<file path="src/rtl/regfile_wr_arbiter_if.sv">
// Write-port bundle between the two writeback requesters and the register file arbiter.
// master: requester / register-file side; slave: the arbiter.
interface regfile_wr_arbiter_if #(
  parameter int unsigned ADDR_WIDTH = 5,
  parameter int unsigned DATA_WIDTH = 32
);
  logic                  REQ0_VALID;
  logic [ADDR_WIDTH-1:0] REQ0_ADDR;
  logic [DATA_WIDTH-1:0] REQ0_DATA;
  logic                  REQ0_READY;
  logic                  REQ1_VALID;
  logic [ADDR_WIDTH-1:0] REQ1_ADDR;
  logic [DATA_WIDTH-1:0] REQ1_DATA;
  logic                  REQ1_READY;
  logic [ADDR_WIDTH-1:0] A3;
  logic [DATA_WIDTH-1:0] WD3;
  logic                  WE3;
  logic                  BUSY;

  modport master (
    output REQ0_VALID, REQ0_ADDR, REQ0_DATA,
    output REQ1_VALID, REQ1_ADDR, REQ1_DATA,
    input  REQ0_READY, REQ1_READY,
    input  A3, WD3, WE3, BUSY
  );

  modport slave (
    input  REQ0_VALID, REQ0_ADDR, REQ0_DATA,
    input  REQ1_VALID, REQ1_ADDR, REQ1_DATA,
    output REQ0_READY, REQ1_READY,
    output A3, WD3, WE3, BUSY
  );
endinterface

</file>
<file path="src/rtl/regfile_wr_arbiter.sv">
// Round-robin owner of the register file write port; writes to $0 are dropped.
// Define REGFILE_CLEAR_EN to zero the whole file with a sweep after every reset.
module regfile_wr_arbiter #(
  parameter int unsigned ADDR_WIDTH = 5,
  parameter int unsigned DATA_WIDTH = 32,
  parameter int unsigned NUM_REGS   = 32
) (
  input logic                 CLK,
  input logic                 RST,
  regfile_wr_arbiter_if.slave bus
);

  if (NUM_REGS != (1 << ADDR_WIDTH)) begin : g_bad_num_regs
    $error("NUM_REGS must equal 2**ADDR_WIDTH");
  end

  logic [ADDR_WIDTH-1:0] a3_q;
  logic [DATA_WIDTH-1:0] wd3_q;
  logic                  we3_q;
  logic                  last_q;   // 1: requester 1 won the last transfer
  logic                  arb_en;
  logic                  gnt0, gnt1, xfer;
  logic [ADDR_WIDTH-1:0] xfer_addr;
  logic [DATA_WIDTH-1:0] xfer_data;

`ifdef REGFILE_CLEAR_EN
  typedef enum logic [0:0] {StClear, StArb} state_e;
  state_e                state_q;
  logic [ADDR_WIDTH-1:0] clr_cnt_q;
  logic                  busy_q;

  assign arb_en   = (state_q == StArb);
  assign bus.BUSY = busy_q;
`else
  assign arb_en   = 1'b1;
  assign bus.BUSY = 1'b0;
`endif

  // Grant is held off during the reset cycle so no handshake completes then.
  always_comb begin
    gnt0 = 1'b0;
    gnt1 = 1'b0;
    if (arb_en && !RST) begin
      if (bus.REQ0_VALID && (!bus.REQ1_VALID || last_q)) begin
        gnt0 = 1'b1;
      end else if (bus.REQ1_VALID) begin
        gnt1 = 1'b1;
      end
    end
  end

  assign xfer      = gnt0 | gnt1;
  assign xfer_addr = gnt1 ? bus.REQ1_ADDR : bus.REQ0_ADDR;
  assign xfer_data = gnt1 ? bus.REQ1_DATA : bus.REQ0_DATA;

  assign bus.REQ0_READY = gnt0;
  assign bus.REQ1_READY = gnt1;

  always_ff @(posedge CLK) begin
    if (RST) begin
      a3_q   <= '0;
      wd3_q  <= '0;
      we3_q  <= 1'b0;
      last_q <= 1'b1;
`ifdef REGFILE_CLEAR_EN
      state_q   <= StClear;
      clr_cnt_q <= '0;
      busy_q    <= 1'b1;
    end else if (state_q == StClear) begin
      we3_q     <= 1'b1;
      a3_q      <= clr_cnt_q;
      wd3_q     <= '0;
      clr_cnt_q <= clr_cnt_q + ADDR_WIDTH'(1);
      if (clr_cnt_q == ADDR_WIDTH'(NUM_REGS - 1)) begin
        state_q <= StArb;
        busy_q  <= 1'b0;
      end
`endif
    end else begin
      // Writes to $0 are accepted but never reach the file.
      we3_q <= xfer && (xfer_addr != '0);
      if (xfer) begin
        a3_q   <= xfer_addr;
        wd3_q  <= xfer_data;
        last_q <= gnt1;
      end
    end
  end

  assign bus.A3  = a3_q;
  assign bus.WD3 = wd3_q;
  assign bus.WE3 = we3_q;

endmodule
</file>
<file path="src/flat_wrapper.sv">
// flat-port wrapper written by rule: the top's interface ports become plain ports
module regfile_wr_arbiter_flat 
#(
  parameter int unsigned ADDR_WIDTH = 5,
  parameter int unsigned DATA_WIDTH = 32,
  parameter int unsigned NUM_REGS   = 32
)
  (CLK, RST, bus_REQ0_VALID, bus_REQ0_ADDR, bus_REQ0_DATA, bus_REQ1_VALID, bus_REQ1_ADDR, bus_REQ1_DATA, bus_REQ0_READY, bus_REQ1_READY, bus_A3, bus_WD3, bus_WE3, bus_BUSY);
  regfile_wr_arbiter_if #(.ADDR_WIDTH(ADDR_WIDTH), .DATA_WIDTH(DATA_WIDTH)) bus_i ();
  input logic CLK;
  input logic RST;
  input wire logic [$bits(bus_i.REQ0_VALID)-1:0] bus_REQ0_VALID;
  input wire logic [$bits(bus_i.REQ0_ADDR)-1:0] bus_REQ0_ADDR;
  input wire logic [$bits(bus_i.REQ0_DATA)-1:0] bus_REQ0_DATA;
  input wire logic [$bits(bus_i.REQ1_VALID)-1:0] bus_REQ1_VALID;
  input wire logic [$bits(bus_i.REQ1_ADDR)-1:0] bus_REQ1_ADDR;
  input wire logic [$bits(bus_i.REQ1_DATA)-1:0] bus_REQ1_DATA;
  output wire logic [$bits(bus_i.REQ0_READY)-1:0] bus_REQ0_READY;
  output wire logic [$bits(bus_i.REQ1_READY)-1:0] bus_REQ1_READY;
  output wire logic [$bits(bus_i.A3)-1:0] bus_A3;
  output wire logic [$bits(bus_i.WD3)-1:0] bus_WD3;
  output wire logic [$bits(bus_i.WE3)-1:0] bus_WE3;
  output wire logic [$bits(bus_i.BUSY)-1:0] bus_BUSY;
  assign bus_i.REQ0_VALID = bus_REQ0_VALID;
  assign bus_i.REQ0_ADDR = bus_REQ0_ADDR;
  assign bus_i.REQ0_DATA = bus_REQ0_DATA;
  assign bus_i.REQ1_VALID = bus_REQ1_VALID;
  assign bus_i.REQ1_ADDR = bus_REQ1_ADDR;
  assign bus_i.REQ1_DATA = bus_REQ1_DATA;
  assign bus_REQ0_READY = bus_i.REQ0_READY;
  assign bus_REQ1_READY = bus_i.REQ1_READY;
  assign bus_A3 = bus_i.A3;
  assign bus_WD3 = bus_i.WD3;
  assign bus_WE3 = bus_i.WE3;
  assign bus_BUSY = bus_i.BUSY;
  regfile_wr_arbiter #(.ADDR_WIDTH(ADDR_WIDTH), .DATA_WIDTH(DATA_WIDTH), .NUM_REGS(NUM_REGS)) u_core (.CLK(CLK), .RST(RST), .bus(bus_i));
endmodule
</file>
<file path="config.mk">
export PLATFORM = sky130hd
export DESIGN_NAME = regfile_wr_arbiter_flat
export DESIGN_NICKNAME = d
export VERILOG_FILES = /design/src/rtl/regfile_wr_arbiter_if.sv /design/src/rtl/regfile_wr_arbiter.sv /design/src/flat_wrapper.sv
export SDC_FILE = /design/constraint.sdc
export NUM_CORES = 1
export LEC_CHECK = 0
export BUFFER_PORTS_ARGS = -buffer_cell sky130_fd_sc_hd__buf_2
export CAP_MARGIN = 20
export CORE_ASPECT_RATIO = 0.9
export CORE_MARGIN = 2
export CORE_UTILIZATION = 46
export DETAILED_ROUTE_END_ITERATION = 12
export GPL_TIMING_DRIVEN = 0
export PLACE_DENSITY = 0.85
export SLEW_MARGIN = 5
export SYNTH_ARGS = -nofsm -noshare
export SYNTH_HDL_FRONTEND = slang
export SYNTH_SLANG_ARGS = --single-unit
</file>
<file path="constraint.sdc">
create_clock -name CLK -period 3.02 [get_ports CLK]
set_input_delay 0.604 -clock CLK [delete_from_list [all_inputs] [get_ports CLK]]
set_output_delay 0.604 -clock CLK [all_outputs]
set_load 0.02 [all_outputs]
</file>
==> results.sh <==
export IMPL_outcome="finished clean"
export IMPL_path_clk_slew_ns=0.07
export IMPL_busiest_layer="met2"
export IMPL_ys_ff_latch=39
export IMPL_dpl_hpwl_mm=3.888
export IMPL_gr_total_overflow=0
export IMPL_gr_usage_met3=0.06555
export IMPL_via_count=2024
export IMPL_path_max_fanout=10
export IMPL_r2r_setup_slack_ns=1.67
export IMPL_drv_cap=0
export IMPL_synth_common_cells="dfxtp_1, a221o_1, inv_1, a2111oi_0, a2111oi_2"
export IMPL_antenna_found_initial=0
export IMPL_p_leak_nw=1.351
export IMPL_grt_max_degree=12
export IMPL_synth_top_area_frac=0.4000
export IMPL_rsz0062_at_grt="no"
export IMPL_core_um2=4074
export IMPL_cts_buffer_depth=2
export IMPL_h_tree_depth=2
export IMPL_io_buffers=117
export IMPL_wl_per_cell_um=14.41
export IMPL_max_freq_mhz=426.0
export IMPL_clock_sinks=39
export IMPL_n_antenna_cell=0
export IMPL_grt_pass1_wl_mm=8.162
export IMPL_hold_buffers=0
export IMPL_dieArea_um2=4781
export IMPL_power_density_nw_per_um2=458.6
export IMPL_critPathRequiredTime_ns=2.42
export IMPL_pin_count=119
export IMPL_ant_nets=0
export IMPL_drc_errors=0
export IMPL_avgSynthCellArea_um2=10.27
export IMPL_relSlewSlack=0.5138
export IMPL_fin_setup_tns_ns=0
export IMPL_die_w_um=72.67
export IMPL_syn_nets=268
export IMPL_worstSetupStartpointType="input pin"
export IMPL_synth_ff_type="dfxtp_1"
export IMPL_ys_warn_count=0
export IMPL_cts_resized=0
export IMPL_vias_per_cell=5.576
export IMPL_nets=392
export IMPL_irDropWorstVdd_uv=277.6
export IMPL_yosysSeqAreaShare=0.4000
export IMPL_grt_pass1_vias=1823
export IMPL_dp_cells=355
export IMPL_area_delta_synth_final_pct=37.24
export IMPL_gp_congestion=0.7359
export IMPL_start_util=0.4791
export IMPL_synthDistinctLibCells=21
export IMPL_drt_pass1_iter_count=4
export IMPL_tritoncts="built"
export IMPL_min_path_cells=1
export IMPL_yosysMostFrequentCell="dfxtp_1"
export IMPL_finalHoldViolations=0
export IMPL_use_met2=0.3455
export IMPL_num_rows=22
export IMPL_root_buffer="clkbuf_8"
export IMPL_yosysTopAreaCell="dfxtp_1"
export IMPL_fin_skew_ns=0.005561
export IMPL_cp_arrival_ns=1.74
export IMPL_min_path_type="reg -> reg"
export IMPL_min_from="u_core.bus.WD3[3]"
export IMPL_final_cells=363
export IMPL_totalWireLength_mm=5.232
export IMPL_period_share=0.7772
export IMPL_tightest_slew_ns=0.7293
export IMPL_cts_setup_buffers=0
export IMPL_postLayoutCoreUtil=0.6576
export IMPL_drive_above_1_share=0.4889
export IMPL_finalSetupViolations=0
export IMPL_async_reset_ff_frac=0
export IMPL_finalCriticalPeriod_ns=2.347
export IMPL_worstReg2RegEnd="u_core.bus.WD3[14]"
export IMPL_drt_iter0_drc=130
export IMPL_multi_input_area_um2=860.8
export IMPL_worstSetupPathType="in -> out"
export IMPL_min_to="u_core.bus.WD3[3]"
export IMPL_synth_area_leaders="dfxtp_1, a221o_1, a2111oi_0"
export IMPL_ff2ff_path_depth=4
export IMPL_seqCellArea_um2=780.7
export IMPL_synth_area_um2=1952
export IMPL_syn_inst=190
export IMPL_clk_latency_ns=0.28
export IMPL_slew_viol_final=0
export IMPL_end_kind="primary output"
export IMPL_synth_edf_count=0
export IMPL_die_h_um=65.80
export IMPL_fill_cells=357
export IMPL_grtUsageMet1=0.2906
export IMPL_grtUsageTotal=0.2184
export IMPL_cts_made_buffers=5
export IMPL_r2r_start="u_core.last_q"
## cells in the final DEF (no fill, tap or decap), types with 2 or more instances in the layout
master and instances:
or4_1 2, buf_4 2, buf_6 8, a2111oi_0 26, nor2_1 3, inv_1 37, dfxtp_1 39, clkbuf_1 8
clkbuf_8 5, a221o_1 37, buf_2 125, a211oi_1 2, a2111oi_2 11
## power breakdown
part           internal (mW)  switching (mW)
logic                  0.135           0.175
registers              0.561          0.0232
clock network          0.162           0.172
## state kept, by name, indices dropped and copies added, names as in the netlist
signal / count
u_core.bus.WE3: 1
u_core.bus.A3: 5
u_core.bus.WD3: 32
u_core.last_q: 1
## layout make-up
class,count,share of cell area
inverter,37,0.05184
tap,48,0.02242
sequential,39,0.2915
buffer,25,0.06399
clock inverter,1,0.001868
timing repair buffer,117,0.2186
multi-input combinational,89,0.3213
clock buffer,7,0.02849
## worst max path at each step
stage,start,end,slack (ns)
final,RST,bus_REQ0_READY,0.67
after CTS,RST,bus_REQ0_READY,0.68
after detailed placement,RST,bus_REQ0_READY,0.66
after floorplan,bus_REQ1_VALID,bus_REQ0_READY,0.96
after global routing,RST,bus_REQ0_READY,0.56
after global placement,RST,bus_REQ0_READY,0.69
## worst max-delay path: stages
cell and delay [ns]:
buf_2 0.16, buf_2 0.23, clkbuf_1 0.36, or2_1 0.18, nor2_1 0.04, buf_2 0.15
## cells by family after synthesis
kind of cell	Yosys count	share of synthesized area
other	1	0.001921
buffers and inverters	62	0.1590
AOI/OAI and AO/OA	77	0.4013
and+or+nand+nor	11	0.03783
DFF	39	0.4000
## stage by stage
stage / hold WS [ns] / total power [mW] / worst slack, ns / area, µm²
floorplan: 0.4851 / 0.7797 / 0.9627 / 1952
global placement: 0.4634 / 0.9013 / 0.6883 / 2597
detailed placement: 0.4641 / 0.9054 / 0.6584 / 2597
CTS: 0.4884 / 1.237 / 0.6765 / 2679
global route: 0.5042 / 1.296 / 0.5581 / 2679
finish: 0.4842 / 1.228 / 0.6728 / 2679
## metal layers
metal | wire length [µm] | vias to the layer above
met5 | 0 | -
met2 | 2265 | 100
met4 | 28 | 0
met3 | 503 | 5
met1 | 2434 | 918
li1 | - | 1001
No activity file was read; power rests on OpenSTA's default activity.
